==> src/rtl/mod_det_3x3_serial.sv <==
// rtl/mod_det_3x3_serial.sv - serial 3x3 signed determinant engine, one shared multiplier
module mod_det_3x3_serial #(
  parameter int DATA_W = 8,
  parameter int ACC_W  = 26
) (
  input  logic                     clk,
  input  logic                     rst,
  input  logic                     in_valid,
  output logic                     in_ready,
  input  logic signed [DATA_W-1:0] in_data,
  input  logic                     in_last,
  output logic                     out_valid,
  input  logic                     out_ready,
  output logic        [DATA_W-1:0] resultado,
  output logic signed [ACC_W-1:0]  res_full,
  output logic                     ovf,
  output logic                     err,
  output logic                     busy
);

  // Minors are differences of two DATA_W x DATA_W products: 2*DATA_W+1 bits hold them exactly.
  localparam int MW = 2 * DATA_W + 1;

  typedef enum logic [1:0] {S_LOAD, S_CALC, S_DONE} state_t;

  state_t                    r_state;
  state_t                    w_next;
  logic               [3:0]  r_idx;
  logic               [3:0]  r_step;
  logic signed [DATA_W-1:0]  r_elem [9];
  logic signed [MW-1:0]      r_m0;
  logic signed [MW-1:0]      r_m1;
  logic signed [MW-1:0]      r_m2;
  logic signed [ACC_W-1:0]   r_acc;
  logic                      r_out_valid;
  logic        [DATA_W-1:0]  r_resultado;
  logic signed [ACC_W-1:0]   r_res_full;
  logic                      r_ovf;
  logic                      r_err;

  logic                      w_xfer;
  logic                      w_last_slot;
  logic                      w_frame_ok;
  logic                      w_frame_err;
  logic signed [DATA_W-1:0]  w_opa;
  logic signed [MW-1:0]      w_opb;
  logic signed [ACC_W-1:0]   w_opa_x;
  logic signed [ACC_W-1:0]   w_opb_x;
  logic signed [ACC_W-1:0]   w_prod;
  logic                      w_ovf;

  function automatic logic signed [MW-1:0] sx(input logic signed [DATA_W-1:0] x);
    return {{(MW-DATA_W){x[DATA_W-1]}}, x};
  endfunction

  assign in_ready    = (r_state == S_LOAD) && !rst;
  assign busy        = (r_state == S_CALC) || (r_state == S_DONE);
  assign out_valid   = r_out_valid;
  assign resultado   = r_resultado;
  assign res_full    = r_res_full;
  assign ovf         = r_ovf;
  assign err         = r_err;

  assign w_xfer      = in_valid && in_ready;
  assign w_last_slot = (r_idx == 4'd8);
  assign w_frame_ok  = w_xfer && w_last_slot && in_last;
  assign w_frame_err = w_xfer && (in_last != w_last_slot);

  // Shared multiplier: both operands sign-extended to ACC_W, low ACC_W bits are exact.
  assign w_opa_x = {{(ACC_W-DATA_W){w_opa[DATA_W-1]}}, w_opa};
  assign w_opb_x = {{(ACC_W-MW){w_opb[MW-1]}}, w_opb};
  assign w_prod  = w_opa_x * w_opb_x;

  // Result overflows the element width when the bits above the sign bit are not all sign copies.
  assign w_ovf = (r_acc[ACC_W-1:DATA_W-1] != {(ACC_W-DATA_W+1){r_acc[DATA_W-1]}});

  // State register.
  always_ff @(posedge clk) begin
    if (rst) r_state <= S_LOAD;
    else     r_state <= w_next;
  end

  // Next-state: a well-formed frame computes, a misplaced in_last reports straight away.
  always_comb begin
    w_next = r_state;
    unique case (r_state)
      S_LOAD: begin
        if (w_frame_ok)       w_next = S_CALC;
        else if (w_frame_err) w_next = S_DONE;
      end
      S_CALC: if (r_step == 4'd9) w_next = S_DONE;
      S_DONE: if (r_out_valid && out_ready) w_next = S_LOAD;
      default: w_next = S_LOAD;
    endcase
  end

  // Operand select per step (elements a..i are r_elem[0..8]).
  always_comb begin
    w_opa = '0;
    w_opb = '0;
    unique case (r_step)
      4'd0: begin w_opa = r_elem[4]; w_opb = sx(r_elem[8]); end  // e*i
      4'd1: begin w_opa = r_elem[5]; w_opb = sx(r_elem[7]); end  // f*h
      4'd2: begin w_opa = r_elem[3]; w_opb = sx(r_elem[8]); end  // d*i
      4'd3: begin w_opa = r_elem[5]; w_opb = sx(r_elem[6]); end  // f*g
      4'd4: begin w_opa = r_elem[3]; w_opb = sx(r_elem[7]); end  // d*h
      4'd5: begin w_opa = r_elem[4]; w_opb = sx(r_elem[6]); end  // e*g
      4'd6: begin w_opa = r_elem[0]; w_opb = r_m0;          end  // a*m0
      4'd7: begin w_opa = r_elem[1]; w_opb = r_m1;          end  // b*m1
      4'd8: begin w_opa = r_elem[2]; w_opb = r_m2;          end  // c*m2
      default: ;
    endcase
  end

  // Element capture, minor/accumulator sequencing and registered result port.
  always_ff @(posedge clk) begin
    if (rst) begin
      r_idx       <= '0;
      r_step      <= '0;
      r_m0        <= '0;
      r_m1        <= '0;
      r_m2        <= '0;
      r_acc       <= '0;
      r_out_valid <= 1'b0;
      r_resultado <= '0;
      r_res_full  <= '0;
      r_ovf       <= 1'b0;
      r_err       <= 1'b0;
    end else begin
      unique case (r_state)
        S_LOAD: begin
          if (w_xfer) begin
            r_elem[r_idx] <= in_data;
            r_idx         <= r_idx + 4'd1;
            if (w_frame_ok) begin
              r_idx  <= '0;
              r_step <= '0;
            end
            if (w_frame_err) begin
              r_idx       <= '0;
              r_out_valid <= 1'b1;
              r_err       <= 1'b1;
              r_ovf       <= 1'b0;
              r_resultado <= '0;
              r_res_full  <= '0;
            end
          end
        end
        S_CALC: begin
          r_step <= r_step + 4'd1;
          unique case (r_step)
            4'd0: r_m0  <= w_prod[MW-1:0];
            4'd1: r_m0  <= r_m0 - w_prod[MW-1:0];
            4'd2: r_m1  <= w_prod[MW-1:0];
            4'd3: r_m1  <= r_m1 - w_prod[MW-1:0];
            4'd4: r_m2  <= w_prod[MW-1:0];
            4'd5: r_m2  <= r_m2 - w_prod[MW-1:0];
            4'd6: r_acc <= w_prod;
            4'd7: r_acc <= r_acc - w_prod;
            4'd8: r_acc <= r_acc + w_prod;
            default: begin
              // Extra finalize cycle registers the result fields from the settled accumulator.
              r_step      <= '0;
              r_res_full  <= r_acc;
              r_resultado <= r_acc[DATA_W-1:0];
              r_ovf       <= w_ovf;
              r_err       <= 1'b0;
              r_out_valid <= 1'b1;
            end
          endcase
        end
        S_DONE: begin
          if (r_out_valid && out_ready) begin
            r_out_valid <= 1'b0;
            r_err       <= 1'b0;
            r_ovf       <= 1'b0;
          end
        end
        default: ;
      endcase
    end
  end

endmodule

==> config.mk <==
export PLATFORM = sky130hd
export DESIGN_NAME = mod_det_3x3_serial
export DESIGN_NICKNAME = d
export VERILOG_FILES = /design/src/rtl/mod_det_3x3_serial.sv
export SDC_FILE = /design/constraint.sdc
export NUM_CORES = 1
export LEC_CHECK = 0
export BUFFER_PORTS_ARGS = -buffer_cell sky130_fd_sc_hd__buf_4
export CAP_MARGIN = 20
export CORE_ASPECT_RATIO = 1.2
export CORE_MARGIN = 3
export CORE_UTILIZATION = 30
export CTS_CLUSTER_DIAMETER = 40
export CTS_CLUSTER_SIZE = 12
export DETAILED_ROUTE_END_ITERATION = 12
export SETUP_SLACK_MARGIN = 0.05
export SLEW_MARGIN = 20
export SYNTH_ARGS = -nofsm -noshare
export SYNTH_HDL_FRONTEND = slang
export SYNTH_SLANG_ARGS = --single-unit
==> constraint.sdc <==
create_clock -name clk -period 23.2 [get_ports clk]
set_clock_uncertainty 0.1 [all_clocks]
set_input_delay 1.16 -clock clk [delete_from_list [all_inputs] [get_ports clk]]
set_output_delay 1.16 -clock clk [all_outputs]
set_load 0.1 [all_outputs]
# ---- After elaboration in Yosys (flattened, before gate mapping)
# Memory sizes are Yosys's and may differ from the RTL's.
# Cells that the tools add are included.
dict set report word_totals {
  register_bits 124
  latch_bits 0
  ramBits 72
  mem_bits_ro 0
  out_inout_bits 39
  wordCells 114
  n_memories 1
}
dict set report op_classes {
  add_sub_neg 7
  mul 1
  div_mod_pow 0
  order_cmp 0
  n_eq_ne 21
  n_shift 0
  mux 40
  n_bitwise 0
  reduce_logical 32
}
# name depth word_bits read_ports rd_ports_with_merged_regs wr line_no
set memory_table {}
lappend memory_table {r_elem 9 8 9 0 1 30} ;# logic signed [DATA_W-1:0] r_elem [9];
# cell count
set ops {}
lappend ops {{case mux 17 bit (2 select lines)} 3}
lappend ops {{case mux 17 bit (6 select lines)} 1}
lappend ops {{2-to-1 mux 26 bit} 3}
lappend ops {{case mux 26 bit (3 select lines)} 1}
lappend ops {{case mux 26 bit (2 select lines)} 1}
lappend ops {{subtractor 17 bit} 3}
lappend ops {{case mux 8 bit (6 select lines)} 1}
lappend ops {{adder 26 x 25 -> 26 bit} 1}
lappend ops {{subtractor 26 x 25 -> 26 bit} 1}
lappend ops {{multiplier 8 x 17 -> 25 bit} 1}
lappend ops {{2-to-1 mux 8 bit} 3}
lappend ops {{2-to-1 mux 4 bit} 5}
lappend ops {{inequality test 18 bit} 1}
lappend ops {{equality test 4 x 3 -> 1 bit (second input constant)} 4}
lappend ops {{case mux 8 bit (2 select lines)} 1}
lappend ops {{equality test 4 bit (second input constant)} 3}
lappend ops {{2-to-1 mux 1 bit} 12}
lappend ops {{OR reduction 2 bit} 6}
lappend ops {{AND reduction 2 bit} 5}
lappend ops {{case mux 1 bit (3 select lines)} 3}
lappend ops {{OR reduction 9 bit} 1}
lappend ops {{adder 4 x 1 -> 4 bit (second input constant)} 2}
lappend ops {{equality test 4 x 2 -> 1 bit (second input constant)} 2}
lappend ops {{2-to-1 mux 2 bit} 4}
lappend ops {{19 further kinds} 33}

# ---- Depth between registers and ports, before layout
# Gate-level depths: netlist of the first run.
dict set report depth {
  ltp_word 8
  mapped_depth 42
  ltp_nobuf 39
}

# ---- Worst setup path before layout of the first run
# Ideal clock, no wire load.
dict set report synth_path {
  path_kind {register to register}
  start {register r_step[0]}
  end {register r_acc[24]}
  t_arrival_ns 8.604
  setup_slack_ns 14.364
  path_stages_with_launch 38
  n_path_buf 4
  cell_sequence {dfxtp_1 -> inv_1 -> ha_1 -> clkbuf_1 -> and2_1 -> clkbuf_1 -> clkbuf_1 -> a22oi_1 -> nand2_1 -> a221oi_1 -> clkbuf_1 -> nor2_1 -> fa_1 -> inv_1 -> fa_1 -> inv_1 -> fa_1 -> fa_1 -> [... 2 more ...] -> a22oi_1 -> a21oi_1 -> xnor2_1 -> inv_1 -> nor3b_1 -> nand3_1 -> nand2_1 -> xor2_1 -> ha_1 -> a21o_1 -> a31oi_1 -> nor2_1 -> a2111oi_0 -> o21ai_1 -> a2111oi_0 -> a21oi_1 -> mux2i_1 -> a21oi_1}
}
dict set report synth_between {
  elab_chain_len 6
  elab_cells_between_ends 23
  classes_between {add/sub: 2; mul: 1; eq/ne: 8; mux: 3; reduce/logical: 9}
}
# element line_no
set synth_lines {}
lappend synth_lines {{start: declaration} 29} ;# logic [3:0] r_step;
lappend synth_lines {{start signal: assignment} 150} ;# r_step <= r_step + 4'd1;
lappend synth_lines {{equality test 4 x 3 -> 1 bit (tied with other cells)} 101} ;# unique case (r_step)
lappend synth_lines {{OR reduction 2 bit (no source line)} -}
lappend synth_lines {{case mux 8 bit (6 select lines) or case mux 17 bit (6 select lines) (tied branches)} 101}
lappend synth_lines {{multiplier 8 x 17 -> 25 bit} 72} ;# assign w_prod = w_opa_x * w_opb_x;
lappend synth_lines {{adder 26 x 25 -> 26 bit or subtractor 26 x 25 -> 26 bit (tied branches)} {160, 159}}
lappend synth_lines {{case mux 26 bit (3 select lines)} 151} ;# unique case (r_step)
lappend synth_lines {{end signal: assignment} 158} ;# 4'd6: r_acc <= w_prod;
lappend synth_lines {{end signal: assignment} 159} ;# 4'd7: r_acc <= r_acc - w_prod;
lappend synth_lines {{end signal: assignment} 160} ;# 4'd8: r_acc <= r_acc + w_prod;
lappend synth_lines {{end: declaration} 34} ;# logic signed [ACC_W-1:0] r_acc;
# Several ways; a longest one is shown, not always the timed one.
# A chain may end at the register's enable or synchronous reset.

# ---- Worst setup path after layout of the first run
dict set report layout_path {
  start {register r_step[2]}
  end {register r_acc[24]}
}
# The elaborated chain is that of the path after synthesis.

==> reports/metrics.csv, run 1 <==
stage,metric,value,unit
finish,final-seq-area,4480,µm²
global_route,grtUsageMet1,0.187,
route,viasPerCell,5.23,
logic_synthesis,ys_seq_elements,188,
timing,max_freq,0.103,GHz
worst_setup_path,worstSetupEndpointType,flop,
logic_synthesis,synth.most_common_cell,nor2_1,
logic_synthesis,synth_edf_count,72,
worst_setup_path,crit_required,23420,ps
finish,final_area,18700,µm²
worst_setup_path,cp_data_arrival_time,9920,ps
logic_synthesis,ys_warn_count,0,
route,drcViolationCount,0,
global_route,grt_pass1_vias,14500,
die,ios,52,
placement,place_area,18100,µm²
timing,hold_viol_final,0,
clock_network,hold_buffers,0,
clock_network,clkTransAtPathRegs,80,ps
clock_network,cts_resized,0,
logic_synthesis,synth_area,16900,µm²
die,core_area,55300,µm²
clock_network,clock-root-buffer,clkbuf_16,
global_route,grt_pass1_wl,75000,µm
die,dieHeight,266,µm
logic_synthesis,yosysSeqAreaShare,0.265,
global_route,grt_use_met2,0.288,
placement,dp_slack,13560,ps
timing,worst_slew_pin_slew,1010,ps
run,cap_violations,0,
finish,fill_cells,5732,
timing,grt_setup_unrepaired,false,
power_and_ir_drop,max-vdd-ir-drop,0.0639,mV
logic_synthesis,async_flop_share,0,
placement,place_inst,2705,
hold_path,hp-class,flop to flop,
timing,post-route-min-period,9700,ps
finish,multi_input_area,11400,µm²
clock_network,cts_tree,yes,
clock_network,worstSkewPairLatency,460,ps
global_route,grt_use_total,0.154,
placement,dp_hpwl,34800,µm
logic_synthesis,synth_cell_types,78,
route,drtIter0Drc,776,
timing,max_slew_margin,0.322,
placement,gp_congestion,0.920,
power_and_ir_drop,powerDensity,36.8,nW/µm²
worst_setup_path,critPathMaxStageDelay,600,ps
clock_network,post_cts_buffers,0,
global_route,antenna_found_initial,0,
logic_synthesis,yosys-top-cells-area,"dfxtp_1 14%, fa_1 14%, edfxtp_1 13%",
die,die_area,59200,µm²
finish,layout.cells.non_filler,2737,
timing,fin_crit_sh,0.418,
die,fp.dieW,223,µm
global_route,busiest_layer,met2,
logic_synthesis,synth_cells,1999,
finish,areaGrowthSynthToFinish,10.8,%
logic_synthesis,yosysTopAreaCell,dfxtp_1,
route,vias,14300,
global_route,grt_max_degree,62,
timing,final_max_slew_viol_count,0,
logic_synthesis,synth_flop_cell,dfxtp_1,
finish,nNetsFinal,2266,
timing,finalSetupTns,0,ps
timing,finalSetupViolCount,0,
timing,layout_setup_ws,13500,ps
logic_synthesis,synth_common_cells,"278 x nor2_1, 182 x inv_1, 162 x nand2_1",
worst_setup_path,worstSetupPathType,flop to flop,
route,wirelength,45900,µm
finish,utilization,0.339,
global_route,use_met3,0.0145,
die,fp-row-count,94,
route,routedWlPerCell,16.8,µm
global_route,grt-ovfl-total,0,
power_and_ir_drop,leakage,0.00768,µW
route,drtAntennaViolNets,0,
clock_network,cts_buffer_depth,2,
logic_synthesis,syn_nets,2261,
worst_setup_path,path_max_fanout,14,
finish,layout-drive-gt1-share,0.0813,
worst_setup_path,worstSetupStartpointType,flop,
route,first_pass_iters,7,
placement,io_buffers,51,
die,start_util,0.306,
clock_network,cts-buffers-inserted,17,
worst_setup_path,crit_top_cell,fa_1,
worst_setup_path,cpMaxStageDelayCell,dfxtp_1,
logic_synthesis,syn_area_per_cell,8.45,µm²
logic_synthesis,synth_top_area_frac,0.137,
clock_network,cts.htree.levels,4,
status,status,"finished, final reports clean",
finish,diodes,0,
clock_network,clkSinkCount,188,
==> final timing paths <==
path / from / to / slack (ps) / cells past startpoint
setup / recovery: r_step[2]$_SDFFE_PP0P_ / r_acc[24]$_SDFFE_PP0P_ / 13500 / 33
hold / removal: res_full[24]$_SDFFE_PP0P_ / res_full[24]$_SDFFE_PP0P_ / 350 / 2
setup reg to reg: r_step[2]$_SDFFE_PP0P_ / r_acc[24]$_SDFFE_PP0P_ / 13500 / 33
hold reg to reg: res_full[24]$_SDFFE_PP0P_ / res_full[24]$_SDFFE_PP0P_ / 350 / 2
==> registers in the layout (all words and copies together) (netlist names) <==
register	flops
r_state	2
r_m2	17
r_acc	26
r_m0	17
resultado	7
err	1
r_idx	4
res_full	19
r_elem	72
out_valid	1
r_m1	17
ovf	1
r_step	4
==> power breakdown <==
| group | internal [µW] | leakage (µW) | total, µW | switching (µW) |
|---|---|---|---|---|
| logic | 7.01 | 0.00579 | 30.3 | 23.3 |
| clock network | 151 | 0.000307 | 314 | 162 |
| registers | 344 | 0.00158 | 345 | 1.26 |
==> routing by layer <==
metal | share of wire | wire length (µm)
met5 | 0 | 0
met2 | 0.52 | 24000
met3 | 0.025 | 1160
met4 | 0.021 | 952
met1 | 0.43 | 19700
==> worst max-delay path: cells and delay by family (launching register included) <==
family | cells | cell delay, ps
xor+xnor | 2 | 610
simple gates | 12 | 2730
compound gates | 9 | 2320
mux | 1 | 160
flops | 1 | 600
buf+inv | 3 | 350
fa+ha+maj | 6 | 2660
==> cell type report <==
class                      instances  share of cell area
clock inverter                    15              0.0112
multi-input combinational       1526               0.607
tap                              720              0.0481
sequential                       188               0.239
clock buffer                      17              0.0227
inverter                         182              0.0365
timing repair buffer              89              0.0357
==> cells in the final DEF (no fill, tap or decap), types with 10 or more instances in the layout <==
cell / instances
a211oi_1: 49
a21o_1: 28
a21oi_1: 124
a222oi_1: 10
a22oi_1: 29
a311oi_1: 13
a31oi_1: 10
and2_1: 25
buf_4: 89
clkbuf_16: 17
dfxtp_1: 116
edfxtp_1: 72
fa_1: 114
ha_1: 135
inv_1: 182
nand2_1: 162
nand2b_1: 23
nand3_1: 49
nand4_1: 12
nor2_1: 278
nor2b_1: 21
nor3_1: 71
nor4_1: 10
o211ai_1: 15
o21a_1: 11
o21ai_0: 63
or2_2: 20
or3_1: 15
xnor2_1: 72
xor2_1: 28
==> kinds of logic (layout without fill, tap and decap cells) <==
kind of cell,Yosys count,count (layout),synth area share
AND/OR/NAND/NOR,722,722,0.197
AO/OA/AOI/OAI,442,442,0.177
buffers and inverters,285,303,0.0658
adder cells (fa/ha/maj),249,249,0.235
flip-flops,188,188,0.265
XOR/XNOR,101,101,0.0528
multiplexers,12,12,0.00770
==> metrics by stage <==
stage / hold WS, ps / power, µW
2_1_floorplan: 349 / 374
3_3_place_gp: 344 / 383
3_5_place_dp: 344 / 384
4_1_cts: 354 / 696
5_1_grt: 385 / 712
6_report: 353 / 689
Power figures use the tool's default switching activity.
==> run 2, diff against run 1 <==
- clock period: 23.2 -> 10.1 ns (I/O delays scaled with it)
==> run 2 against run 1 <==
Compared with the run above: design area grew 0.23%; clock power increased by 120%; sequential cell count did not move; sequential share of layout area is essentially flat; setup slack lost 13000 ps; critical path depth grew 1; largest power group unchanged.
==> reports/metrics.csv, run 2 (synthesis gave the netlist of run 1 again) <==
stage,metric,value,unit,change
worst_setup_path,crit_top_cell,fa_1,,
worst_setup_path,crit_required,10310,ps,-13110 ps
die,ios,52,,unchanged
timing,final_max_slew_viol_count,0,,unchanged
timing,hold_viol_final,0,,unchanged
hold_path,hold_path_depth,1,,-1
die,fp-row-count,94,,unchanged
placement,place_area,18100,µm²,+0.17%
finish,fill_cells,5764,,+0.56%
route,drtIter0Drc,1000,,+29%
worst_setup_path,reg2reg_from,r_step[1]$_SDFFE_PP0P_,,
global_route,grt_pass1_wl,76200,µm,+1.6%
placement,gp_congestion,0.886,,-3.7%
finish,largest_reg_flops,72,,unchanged
worst_setup_path,path_max_fanout,15,,+1
worst_setup_path,critPathMaxStageDelay,550,ps,-50 ps
die,dieHeight,266,µm,unchanged
timing,grt_setup_unrepaired,false,,
timing,finalSetupTns,0,ps,unchanged
worst_setup_path,r2r_end,r_acc[24]$_SDFFE_PP0P_,,
timing,finalSetupViolCount,0,,unchanged
clock_network,cts_tree,yes,,
worst_setup_path,cpMaxStageDelayCell,fa_1,,
finish,layout_common_cells,"278 x nor2_1, 182 x inv_1, 161 x nand2_1",,
finish,regMostFlops,r_elem,,
timing,fin_crit_sh,0.915,,+0.497
hold_path,min_from,in_data[7],,
finish,nNetsFinal,2271,,+0.22%
route,vias,14500,,+1.6%
route,drcViolationCount,0,,unchanged
power_and_ir_drop,max-vdd-ir-drop,0.157,mV,+150%
worst_setup_path,reg2regPathDepth,34,,+3.0%
route,wirelength,47300,µm,+3.2%
clock_network,clock-root-buffer,clkbuf_16,,
global_route,grt-ovfl-total,0,,unchanged
clock_network,post_cts_buffers,0,,unchanged
die,core_area,55300,µm²,unchanged
finish,final_area,18800,µm²,+0.23%
power_and_ir_drop,leakage,0.00770,µW,+0.30%
placement,io_buffers,51,,unchanged
global_route,grt_use_total,0.157,,+0.00371
die,start_util,0.306,,unchanged
finish,diodes,0,,unchanged
route,viasPerCell,5.30,,+1.4%
clock_network,cts_resized,0,,unchanged
clock_network,clkTransAtPathRegs,80,ps,about the same
finish,areaGrowthSynthToFinish,11.1,%,
placement,dp_hpwl,36300,µm,+4.4%
finish,layout-drive-gt1-share,0.0875,,+0.00623
worst_setup_path,worstSetupPathType,flop to flop,,
global_route,grt_pass1_vias,14400,,-0.60%
timing,max_freq,0.108,GHz,+5.0%
worst_setup_path,r2r_setup_slack,860,ps,-12640 ps
worst_setup_path,crit_start,r_step[1]$_SDFFE_PP0P_,,
clock_network,cts-buffers-inserted,17,,unchanged
global_route,grt_max_degree,73,,+18%
clock_network,hold_buffers,0,,unchanged
status,status,"finished, final reports clean",,
hold_path,hp-class,primary input to flop,,
clock_network,clkSinkCount,188,,unchanged
die,die_area,59200,µm²,unchanged
worst_setup_path,cp_data_arrival_time,9450,ps,-470 ps
die,fp.dieW,223,µm,unchanged
clock_network,cts_buffer_depth,2,,unchanged
finish,layout_commonest_cell,nor2_1,,
route,drtAntennaViolNets,0,,unchanged
global_route,antenna_found_initial,0,,unchanged
clock_network,cts.htree.levels,4,,unchanged
run,cap_violations,0,,unchanged
route,first_pass_iters,6,,-1
timing,max_slew_margin,0.314,,-0.00836
power_and_ir_drop,powerDensity,82.7,nW/µm²,+120%
route,routedWlPerCell,17.3,µm,+3.0%
timing,post-route-min-period,9240,ps,-460 ps
worst_setup_path,worstSetupEndpointType,flop,,
worst_setup_path,worstSetupStartpointType,flop,,
timing,worst_slew_pin_slew,1030,ps,+12.5 ps
hold_path,hold_end,r_elem[6][7]$_DFFE_PP_,,
clock_network,worstSkewPairLatency,460,ps,about the same
timing,whs,200,ps,-153 ps
## run 2: changes by cell type in the layout (fill, tap and decap cells not counted), moves of 2 or more
cell | previous run | this run
buf_4 | 89 | 93
inv_12 | 5 | 1
clkinv_4 | 0 | 3
a221oi_1 | 7 | 5
a221oi_2 | 6 | 8
dfxtp_1 | 116 | 114
dfxtp_2 | 0 | 2
inv_6 | 2 | 4
inv_8 | 4 | 2
## run 2: stage by stage
stage	total power [µW]	cells	worst slack (ps)	util
2_1_floorplan	859	1999	1260	-
3_3_place_gp	880	2709	703	0.328
3_5_place_dp	881	2709	414	0.328
4_1_cts	1560	2741	392	0.339
5_1_grt	1600	2742	83.8	0.340
6_report	1550	2742	861	0.340
## run 2: cell type report
cell class,count,area (µm²),share of cell area
Clock buffer,17,425,0.0227
Clock inverter,15,181,0.00966
Inverter,182,683,0.0364
Multi-Input combinational cell,1526,11400,0.606
Sequential cell,188,4490,0.239
Tap cell,720,901,0.0480
Timing Repair Buffer,94,713,0.0380
## run 2: routing by layer
layer	part of all wire	global-route usage
met1	0.42	0.191
met2	0.51	0.286
met3	0.038	0.0160
met5	0	0
met4	0.036	0.0627
## run 2: worst max-delay path by stage
stage / slack, ps / end
4_1_cts: 390 / r_acc[24]$_SDFFE_PP0P_
3_5_place_dp: 410 / r_acc[24]$_SDFFE_PP0P_
3_3_place_gp: 700 / r_acc[24]$_SDFFE_PP0P_
2_1_floorplan: 1260 / r_acc[24]$_SDFFE_PP0P_
6_report: 860 / r_acc[24]$_SDFFE_PP0P_
5_1_grt: 80 / r_acc[24]$_SDFFE_PP0P_
## run 2: power breakdown
group	total (µW)	leakage (µW)	switching, µW	internal (µW)
combinational	69.6	0.00583	53.5	16.1
sequential	794	0.00158	2.90	791
clock	689	0.000294	353	336
## run 2: critical path, delay by kind of cell, from the launching register on
family	cells	cell delay (ps)
AND/OR/NAND/NOR	9	1540
XOR/XNOR	1	160
flip-flops	1	390
multiplexers	1	160
adder cells (fa/ha/maj)	7	2990
buffers and inverters	5	660
AO/OA/AOI/OAI	11	3070
==> run 3, diff against run 2 <==
- clock period: 10.1 -> 8.6 ns (I/O delays scaled with it)
==> run 3 against run 2 <==
Compared with the run above: power increased by 18%; count of clock-buffer cells in the layout stayed put; clock power is 19% higher; critical path depth increased by 3; first-iteration DRC count shrank 7.0%; global-route usage hardly changed; setup slack got worse by 500 ps; routed wire length rose by 1.3%; critical path type unchanged; via count grew 1.9%.
==> reports/metrics.csv, run 3 (synthesis gave the netlist of run 1 again) <==
stage,metric,value,unit,change
placement,gp_congestion,0.893,,+0.80%
global_route,grt_max_degree,89,,+22%
power_and_ir_drop,max-vdd-ir-drop,0.154,mV,-1.8%
timing,worst_slew_pin_slew,1060,ps,+39.9 ps
worst_setup_path,crit_top_cell,buf_4,,
worst_setup_path,path_max_fanout,22,,+7
route,wirelength,47900,µm,+1.3%
route,vias,14800,,+1.9%
die,core_area,55300,µm²,unchanged
finish,diodes,0,,unchanged
timing,final_max_slew_viol_count,0,,unchanged
finish,areaGrowthSynthToFinish,18.1,%,
die,ios,52,,unchanged
die,die_area,59200,µm²,unchanged
timing,finalSetupViolCount,0,,unchanged
clock_network,cts.htree.levels,4,,unchanged
finish,layout_commonest_cell,nor2_1,,
worst_setup_path,worstSetupStartpointType,flop,,
timing,grt_setup_unrepaired,true,,
timing,whs,112,ps,-87.8 ps
power_and_ir_drop,leakage,0.00826,µW,+7.2%
finish,regMostFlops,r_elem,,
global_route,antenna_found_initial,1,,+1
die,fp.dieW,223,µm,unchanged
timing,hold_viol_final,0,,unchanged
worst_setup_path,r2r_setup_slack,360,ps,-500 ps
timing,fin_crit_sh,0.958,,+0.0432
die,fp-row-count,94,,unchanged
worst_setup_path,critPathMaxStageDelay,570,ps,+20 ps
route,drtAntennaViolNets,0,,unchanged
global_route,grt-ovfl-total,0,,unchanged
worst_setup_path,worstSetupEndpointType,flop,,
die,dieHeight,266,µm,unchanged
global_route,grt_use_total,0.158,,+0.000469
worst_setup_path,reg2regPathDepth,37,,+8.8%
worst_setup_path,path_buf_inv,8,,+3
timing,post-route-min-period,8240,ps,-1000 ps
clock_network,clkSinkCount,188,,unchanged
route,routedWlPerCell,16.9,µm,-2.1%
run,cap_violations,0,,unchanged
hold_path,hold_end,r_elem[8][2]$_DFFE_PP_,,
placement,dp_hpwl,36700,µm,+1.0%
route,first_pass_iters,7,,+1
finish,utilization,0.361,,+0.0213
worst_setup_path,cp_data_arrival_time,8480,ps,-970 ps
placement,io_buffers,51,,unchanged
finish,largest_reg_flops,72,,unchanged
timing,max_slew_margin,0.281,,-0.0333
route,drtIter0Drc,930,,-7.0%
route,drcViolationCount,0,,unchanged
clock_network,clock-root-buffer,clkbuf_16,,
finish,nNetsFinal,2368,,+4.3%
finish,layout_common_cells,"273 x nor2_1, 180 x inv_1, 179 x buf_4",,
clock_network,worstSkewPairLatency,460,ps,about the same
clock_network,cts-buffers-inserted,17,,unchanged
route,viasPerCell,5.22,,-1.6%
worst_setup_path,cpMaxStageDelayCell,fa_1,,
hold_path,hold_path_depth,1,,unchanged
worst_setup_path,reg2reg_from,r_step[2]$_SDFFE_PP0P_,,
hold_path,hp-class,primary input to flop,,
clock_network,cts_buffer_depth,2,,unchanged
hold_path,min_from,in_data[2],,
worst_setup_path,cp_top_family,adder cells,,
worst_setup_path,worstSetupPathType,flop to flop,,
global_route,grt_pass1_vias,14700,,+2.1%
timing,max_freq,0.121,GHz,+12%
global_route,grt_pass1_wl,76600,µm,+0.61%
worst_setup_path,crit_required,8840,ps,-1470 ps
worst_setup_path,crit_start,r_step[2]$_SDFFE_PP0P_,,
clock_network,cts_tree,yes,,
power_and_ir_drop,powerDensity,92.0,nW/µm²,+11%
power_and_ir_drop,totalPowerFinal,1840,µW,+18%
status,status,"finished, final reports clean",,
finish,layout-drive-gt1-share,0.158,,+0.0706
clock_network,clkTransAtPathRegs,90,ps,about the same
worst_setup_path,r2r_end,r_acc[25]$_SDFFE_PP0P_,,
die,start_util,0.306,,unchanged
-- run 3: worst reg2reg max path: cells and delay by family (launching register included) --
kind                       cells  cell delay (ps)
AOI/OAI and AO/OA              8             1830
adders and majority gates      6             2500
and+or+nand+nor               12             1380
muxes                          1              120
buffers and inverters          8             1280
DFF                            1              440
xor gates and xnor gates       2              450
-- run 3: worst max-delay path by stage --
stage	depth (start not counted)	to	slack [ps]
detailed placement	37	r_acc[24]$_SDFFE_PP0P_	-440
global route	37	r_acc[22]$_SDFFE_PP0P_	-100
finish	37	r_acc[25]$_SDFFE_PP0P_	360
global placement	35	r_acc[24]$_SDFFE_PP0P_	-350
CTS	35	r_acc[24]$_SDFFE_PP0P_	50
floorplan	37	r_acc[24]$_SDFFE_PP0P_	60
-- run 3: metrics by stage --
| stage | instance area, µm² | setup TNS, ps | instances | worst slack, ps |
|---|---|---|---|---|
| final | 20000 | 0 | 2839 | 362 |
| after global routing | 20000 | -309 | 2839 | -104 |
| after CTS | 19500 | 0 | 2822 | 46.0 |
| after detailed placement | 18700 | -1700 | 2788 | -437 |
| after global placement | 18700 | -1080 | 2788 | -350 |
| after floorplan | 16900 | 0 | 1999 | 57.4 |
-- run 3: final cells by class --
class	count	area, µm²
clock inverter	15	181
multi-input combinational	1526	11800
clock buffer	17	425
sequential	188	4490
inverter	182	683
fill	5609	35300
tap	720	901
timing repair buffer	191	1510
-- run 3: report_power, final --
part           internal [µW]  switching (µW)
Combinational           19.2            63.1
Sequential               928            3.36
Clock                    396             426
-- run 3: what timing repair did --
item                                    4_1_cts  5_1_grt
pin swaps                                     3       27
hold buffers                                  0        0
endpoints found under the setup margin        9       14
resized for setup                            14       78
setup buffers                                 2       17
-- run 3: metal layers --
metal / wire [µm] / GRT usage / up-vias
li1: - / - / 7145
met1: 20400 / 0.193 / 7271
met2: 24800 / 0.290 / 320
met3: 1690 / 0.0207 / 74
met4: 1130 / 0.0442 / 0
met5: 0 / 0 / -
